<file path="src/rtl/if_fetch_stage.sv">
// Instruction-fetch stage: owns the PC, keeps at most one request in flight to
// instruction memory, and holds one fetched instruction for the IF/ID register.
// A redirect squashes any fetch in flight. The response to a squashed fetch is
// dropped when it arrives.
// Optional build macro: IF_MISALIGN_TRAP_EN. When it is defined, a misaligned
// redirect target raises misalign for one cycle.
module if_fetch_stage #(
  parameter logic [31:0] RESET_PC = 32'h0000_0000,
  parameter logic [31:0] NOP_WORD = 32'h0000_0000
) (
  input  logic        clk,
  input  logic        rst,
  input  logic        stall,
  input  logic        redirect,
  input  logic [31:0] redirect_pc,
  output logic        imem_req,
  output logic [31:0] imem_addr,
  input  logic        imem_ready,
  input  logic        imem_rvalid,
  input  logic [31:0] imem_rdata,
  output logic [31:0] IR_IF,
  output logic [31:0] PC_IF,
  output logic        fetch_bubble,
  output logic        misalign
);

  typedef enum logic [1:0] {
    S_IDLE = 2'd0,
    S_WAIT = 2'd1,
    S_DROP = 2'd2
  } fetch_state_t;

  fetch_state_t state, state_d;

  logic [31:0] pc;
  logic [31:0] pc_req;
  logic        out_valid;
  logic        accept;
  logic [31:0] redirect_aligned;

  // The low two bits are masked off so that a redirect target is always word aligned.
  assign redirect_aligned = redirect_pc & 32'hFFFF_FFFC;
  assign accept           = imem_req & imem_ready;
  assign fetch_bubble     = ~out_valid & ~stall;
  assign imem_addr        = pc;

  // Compute the next state and the request. A new request goes out only when the slot will be free by the time its data returns.
  always_comb begin
    state_d  = state;
    imem_req = 1'b0;
    case (state)
      S_IDLE: begin
        imem_req = ~redirect & (~out_valid | ~stall);
        if (imem_req && imem_ready) state_d = S_WAIT;
      end
      S_WAIT: begin
        if (imem_rvalid)   state_d = S_IDLE;
        else if (redirect) state_d = S_DROP;
      end
      S_DROP: begin
        if (imem_rvalid) state_d = S_IDLE;
      end
      default: state_d = S_IDLE;
    endcase
  end

  // FSM state register
  always_ff @(posedge clk) begin
    if (rst) state <= S_IDLE;
    else     state <= state_d;
  end

  // Update the PC and the output slot. A redirect wins over the returned data and over stall.
  always_ff @(posedge clk) begin
    if (rst) begin
      pc        <= RESET_PC;
      out_valid <= 1'b0;
      IR_IF     <= NOP_WORD;
      PC_IF     <= 32'h0000_0000;
    end else if (redirect) begin
      pc        <= redirect_aligned;
      out_valid <= 1'b0;
      IR_IF     <= NOP_WORD;
    end else begin
      if (accept) begin
        pc_req <= pc;
        pc     <= pc + 32'd4;
      end
      if (state == S_WAIT && imem_rvalid) begin
        IR_IF     <= imem_rdata;
        PC_IF     <= pc_req;
        out_valid <= 1'b1;
      end else if (out_valid && !stall) begin
        out_valid <= 1'b0;
        IR_IF     <= NOP_WORD;
      end
    end
  end

`ifdef IF_MISALIGN_TRAP_EN
  // Raise misalign for one cycle after a redirect whose target is not word aligned.
  always_ff @(posedge clk) begin
    if (rst) misalign <= 1'b0;
    else     misalign <= redirect & (redirect_pc[1:0] != 2'b00);
  end
`else
  assign misalign = 1'b0;
`endif

endmodule
</file>
<file path="config.mk">
export PLATFORM = sky130hd
export DESIGN_NAME = if_fetch_stage
export DESIGN_NICKNAME = d
export VERILOG_FILES = /design/src/rtl/if_fetch_stage.sv
export SDC_FILE = /design/constraint.sdc
export NUM_CORES = 1
export LEC_CHECK = 0
export CAP_MARGIN = 40
export CORE_AREA = 3 3 110 112
export DETAILED_ROUTE_END_ITERATION = 8
export DIE_AREA = 0 0 113 115
export PLACE_DENSITY = 0.86
export SYNTH_ARGS = -nofsm -noshare
export SYNTH_HDL_FRONTEND = slang
export SYNTH_SLANG_ARGS = --single-unit
</file>
<file path="constraint.sdc">
create_clock -name clk -period 3.8 [get_ports clk]
set_input_delay 0.38 -clock clk [delete_from_list [all_inputs] [get_ports clk]]
set_output_delay 0.38 -clock clk [all_outputs]
set_load 0.01 [all_outputs]
</file>
==> Word level (Yosys, flattened, before mapping) <==
Index checks and enable logic that the tools add are counted.
{ "totals": {"latchBits": 0, "register_bits": 131, "n_memories": 0, "in_bits": 70, "wordCells": 44, "mem_bits_rw": 0, "rom_bits": 0, "output_inout_bits": 99} }
{ "classes": {"n_mul": 0, "n_div": 0, "mux": 12, "n_reduce_logical": 11, "order_cmp": 0, "shifts": 0, "n_addsub": 1, "n_eq_ne": 5, "n_bitwise": 8} }
{ "ops": {"columns": ["operator", "n"], "rows": [
  ["2-to-1 mux 32 bit", 4],
  ["adder 32 x 3 -> 32 bit, second input constant", 1],
  ["2-to-1 mux 2 bit", 4],
  ["case mux 2 bit (3 select lines)", 1],
  ["AND reduction 3 bit", 2],
  ["inequality test 2 bit, second input constant", 2],
  ["NOT 1 bit", 4],
  ["nonzero test 2 bit", 2],
  ["bitwise AND 1 bit", 3],
  ["logical AND 1 bit", 3],
  ["2-to-1 mux 1 bit", 3],
  ["inequality test 3 bit, second input constant", 1],
  ["== test 2 x 1 -> 1 bit, second input constant", 1],
  ["== test 2 bit, second input constant", 1],
  ["logical NOT 2 bit", 1],
  ["AND reduction 2 bit", 1],
  ["OR reduction 2 bit", 1],
  ["logical NOT 1 bit", 1],
  ["OR 1 bit", 1]
]} }

==> Longest topological paths before layout <==
{ "logic_depth": {"depth_word": 7, "depth_mapped": 6, "mapped_depth_nobuf": 5} }

==> Least setup slack after synthesis <==
OpenSTA, ideal clock, no wires.
{ "synth_path": {"path_type": "in2reg", "start": "input port stall", "end": "register pc_req[10], enable pin", "path_slack_ns": 0.791, "required_time_ns": 3.383, "path_buffers": 1, "arrival_ns": 2.592, "stages": 5, "setup_ns": 0.417, "cell_sequence": "a2111o_1 -> clkinv_1 -> nand2_1 -> clkbuf_1 -> nor2_1"} }
{ "synth_via": {"elab_chain_cells": 6} }
{ "synth_rtl": {"columns": ["element", "line", "source"], "rows": [
  ["start, declared", "13", "input logic stall,"],
  ["NOT 1 bit", "53", "imem_req = ~redirect & (~out_valid | ~stall);"],
  ["OR 1 bit", "53", null],
  ["bitwise AND 1 bit", "53", null],
  ["2-to-1 mux 1 bit", "51", "case (state)"],
  ["named net imem_req", "16", "output logic imem_req,"],
  ["bitwise AND 1 bit", "43", "assign accept = imem_req & imem_ready;"],
  ["AND reduction 3 bit (no line)", null, null],
  ["end signal, assigned", "86", "pc_req <= pc;"],
  ["end, declared", "36", "logic [31:0] pc_req;"]
]} }
The timed path passes the listed nets, and every way through them passes these cells.
A chain may end at the register's enable or synchronous reset.

==> Worst setup path after layout <==
{ "layout_path": {"start": "input port stall", "end": "output port imem_req"} }
{ "layout_via": {"elab_chain_cells": 4} }
{ "layout_rtl": {"columns": ["element", "line"], "rows": [
  ["NOT 1 bit", "53"],
  ["OR 1 bit", "53"],
  ["bitwise AND 1 bit", "53"],
  ["2-to-1 mux 1 bit", "51"],
  ["end, declared", "16"]
]} }
Every way passes these cells.

==> flow_summary.rst <==
.. list-table::
   :header-rows: 1

   * - Metric
     - Value
   * - Dominant cell type by area after synthesis
     - sky130_fd_sc_hd__dfxtp_1
   * - Antenna cell count
     - 0
   * - Root buffer cell
     - sky130_fd_sc_hd__clkbuf_16
   * - DRC violation count after routing
     - 0
   * - H-tree Lvls
     - 4
   * - Crit start category
     - primary input
   * - Largest fanout on the critical path
     - 9
   * - Die H
     - 115 microns
   * - Ys flop type
     - sky130_fd_sc_hd__dfxtp_1
   * - Total global routing overflow
     - 0
   * - Arr. time, crit path
     - 2.26 ns
   * - Half-perimeter wire length of the detailed placement result
     - 10.1 mm
   * - Clk_skew
     - 0.00593 ns
   * - Cells after DPL
     - 809
   * - Total iterations of the first detailed-routing run
     - 7
   * - Combinational family with the most area after synthesis
     - simple AND/OR/NAND/NOR gates
   * - Clk network pwr share
     - 0.515
   * - XOR/XNOR Fraction of Synth Area
     - 0.0104
   * - Post-synthesis share of cell area spent on and, or, nand and nor gates
     - 0.209
   * - Highest ir drop seen on vdd
     - 0.284 mV
   * - Clk_lat worst skew
     - 0.41 ns
   * - Reg clk slew, reported paths
     - 0.05 ns
   * - Clock tree from TritonCTS
     - built
   * - Worst setup slack for register-to-register paths
     - 1.31 ns
   * - Critical Path End Type
     - output port
   * - Synthesized area divided by synthesized cell count
     - 9.52 sq um
   * - Final core utilization
     - 0.659
   * - Clock period minus final worst setup slack
     - 2.64 ns
   * - Detailed-route wire length per cell
     - 17.9 microns
   * - Total GRT Usage
     - 0.231
   * - Count of vias placed by the detailed router
     - 4943
   * - Top area cells in the synthesized netlist
     - sky130_fd_sc_hd__dfxtp_1 37%, sky130_fd_sc_hd__edfxtp_1 18%, sky130_fd_sc_hd__nand2_1 6.1%
   * - Launch instance of the worst min-delay path
     - PC_IF[22]$_SDFFE_PP0P_
   * - Die Span X
     - 113 microns
   * - Residual antenna-violating net count after detailed routing
     - 0
   * - Max Clock Freq
     - 378 MHz
   * - Adder-cell share of the synthesized area
     - 0.00247
   * - Relative contribution of sequential cells to total power
     - 0.405
   * - Count of standard-cell rows
     - 39
   * - Share of Yosys cell area claimed by the top area cell type
     - 0.375
   * - Global placer's final weighted congestion
     - 0.816
   * - Hold Crit Endpoint
     - PC_IF[22]$_SDFFE_PP0P_
   * - Die area
     - 0.0130 sq mm
   * - Yosys warning count
     - 0
   * - Number of antenna violations at the first check in global routing
     - 0
   * - Most common cell after layout, fill and taps aside
     - sky130_fd_sc_hd__clkdlybuf4s50_1
   * - Share of final-layout standard cells stronger than drive strength 1
     - 0.0759
   * - Total internal power
     - 0.00281 W
   * - Result of the run
     - completed
   * - Post-placement worst setup slack
     - 0.783 ns
   * - Std-Cell Core Area
     - 0.0113 sq mm
   * - Post-CTS Setup Repair Bufs
     - 0
   * - Endpoint of the most critical register-to-register path
     - imem_addr[23]$_SDFFE_PP0P_
   * - Total detailed-routing wirelength
     - 15.1 mm
   * - Count of mapped cells out of synthesis
     - 533
   * - Net switching component of the power
     - 0.000795 W
   * - Most frequent cells in the layout
     - 160 x sky130_fd_sc_hd__clkdlybuf4s50_1, 95 x sky130_fd_sc_hd__dfxtp_1, 82 x sky130_fd_sc_hd__nand2_1
   * - Clock Sinks
     - 125
   * - Compound-gate portion of the synthesized area
     - 0.176
   * - Area occupied by registers
     - 0.00280 sq mm
   * - Portion of netlist area occupied by mux cells
     - 0.00444
   * - Initial core utilization
     - 0.448
   * - Asr flop ratio synth
     - 0
   * - Worst setup path class
     - primary input to output port
   * - Hold Path Cell Cnt
     - 2
   * - Initial detailed-routing violation count
     - 565
   * - Launch instance of the worst register-to-register path
     - imem_addr[16]$_SDFFE_PP0P_
   * - Ports
     - 169
   * - Number of synthesized flops with an enable pin
     - 30
   * - Maximum number of buffers from clock root to sink
     - 2
   * - Filler Cell Count
     - 864
   * - Leakage power total
     - 2.52 nW
   * - Via density
     - 5.88
   * - Tightest Pin Transition
     - 0.742 ns
   * - Via count of the first global-routing pass
     - 4847
   * - Final number of max-transition violations
     - 0
   * - Wire length of the first global-routing pass
     - 23.9 mm
   * - Buffers on Ports
     - 161
   * - Min-delay worst type
     - flip-flop to flip-flop
   * - Worst-case setup margin in the final layout
     - 1.16 ns
   * - #FFs+latches synth
     - 125
   * - RSZ-0062 raised after global routing
     - false
   * - Post-route fraction of the period consumed by the critical path
     - 0.695
   * - Total standard cell area after synthesis
     - 0.00507 sq mm
   * - Maximum number of pins on one net before global-route repair
     - 61
   * - Max-cap violation count
     - 0
   * - Count of cells along the worst register-to-register path
     - 4
   * - Data required time at the worst endpoint
     - 3.42 ns
   * - Combinational share of power
     - 0.081
   * - Post-CTS Hold Fix Bufs
     - 0
   * - Setup Viol. Count Final
     - 0
   * - Number of nets in the layout
     - 756
   * - PostCTS Resize Cnt
     - 0
   * - Combined area of the multi-input logic cells
     - 0.00206 sq mm
   * - Final total negative setup slack
     - 0 ns
   * - Synth unique cells
     - 51
   * - Total power of the final layout
     - 0.00361 W
   * - Sequential fraction of the synthesis area
     - 0.552
   * - Worst max-slew margin expressed relative to the limit
     - 0.505
   * - Switching part of the total power
     - 0.221
   * - Non-filler cells in the finished layout
     - 841
   * - CTS Buf Count
     - 17
   * - Layout area overhead
     - 47.1%
   * - Number of hold-slack violations in the final timing report
     - 0
   * - Power density over the cells
     - 483 mW/mm^2
[how the worst max path moves through the flow]
stage / start / end / slack, ns / depth (start not counted)
finish: stall / imem_req / 1.16 / 4
global route: stall / imem_addr[15]$_SDFFE_PP0P_ / 1.11 / 5
CTS: stall / imem_req / 1.17 / 4
detailed placement: stall / imem_addr[15]$_SDFFE_PP0P_ / 0.78 / 5
global placement: stall / imem_addr[15]$_SDFFE_PP0P_ / 0.90 / 5
floorplan: stall / pc_req[10]$_DFFE_PP_ / 0.79 / 5
[metrics by stage]
stage / hold slack, ns / instance area (sq um)
floorplan: 0.444 / 5090
detailed placement: 0.449 / 6780
global placement: 0.444 / 6780
global route: 0.480 / 7460
finish: 0.455 / 7460
CTS: 0.457 / 7460
[final cells by class]
| class | instances | area share |
|---|---|---|
| sequential | 125 | 0.376 |
| multi-input combinational | 360 | 0.276 |
| timing repair buffer | 173 | 0.229 |
| clock buffer | 18 | 0.0588 |
| clock inverter | 14 | 0.0322 |
| tap | 143 | 0.0240 |
| inverter | 8 | 0.00402 |
[cells by family after synthesis]
kind of cell | after synthesis
AO/OA/AOI/OAI | 123
XOR/XNOR | 6
adder cells (fa/ha/maj) | 1
buffers and inverters | 52
flip-flops | 125
multiplexers | 2
other | 1
AND/OR/NAND/NOR | 223
[synthesized netlist by cell type, drive strengths merged (4+ instances only)]
cell,number
o31ai,10
nand2,82
inv,7
and3,7
nand3,11
nor2,60
or4,13
and4,4
edfxtp,30
nor2b,4
a211oi,6
a311o,4
buf,11
a22oi,32
dfxtp,95
a311oi,8
nand4,13
a21oi,36
or3,6
o31a,4
nor4,11
clkbuf,33
[worst max-delay path: stages]
cell and delay [ns]:
sky130_fd_sc_hd__clkdlybuf4s50_1 0.48, sky130_fd_sc_hd__a2111o_1 0.57, sky130_fd_sc_hd__clkinv_1 0.23, sky130_fd_sc_hd__clkdlybuf4s50_1 0.60
[power groups by stage]
stage	sequential, W	combinational, W	clock, W
2_1_floorplan	0.00148	0.000112	0
3_3_place_gp	0.00148	0.000278	0
3_5_place_dp	0.00148	0.000286	0
4_1_cts	0.00146	0.000290	0.00187
5_1_grt	0.00146	0.000309	0.00194
6_report	0.00146	0.000291	0.00186
[layer usage]
layer	vias to the layer above	track usage	share of wire
li1	2256	-	-
met1	2357	0.261	0.38
met2	289	0.393	0.49
met3	41	0.0926	0.11
met4	0	0.0921	0.026
met5	-	0	0
[flip-flops by register name (all words and copies together) (netlist names)]
| name | flops |
|---|---|
| IR_IF | 32 |
| PC_IF | 30 |
| imem_addr | 30 |
| pc_req | 30 |
| state | 2 |
| out_valid | 1 |
Note: power is estimated with default switching activity, not from simulation.
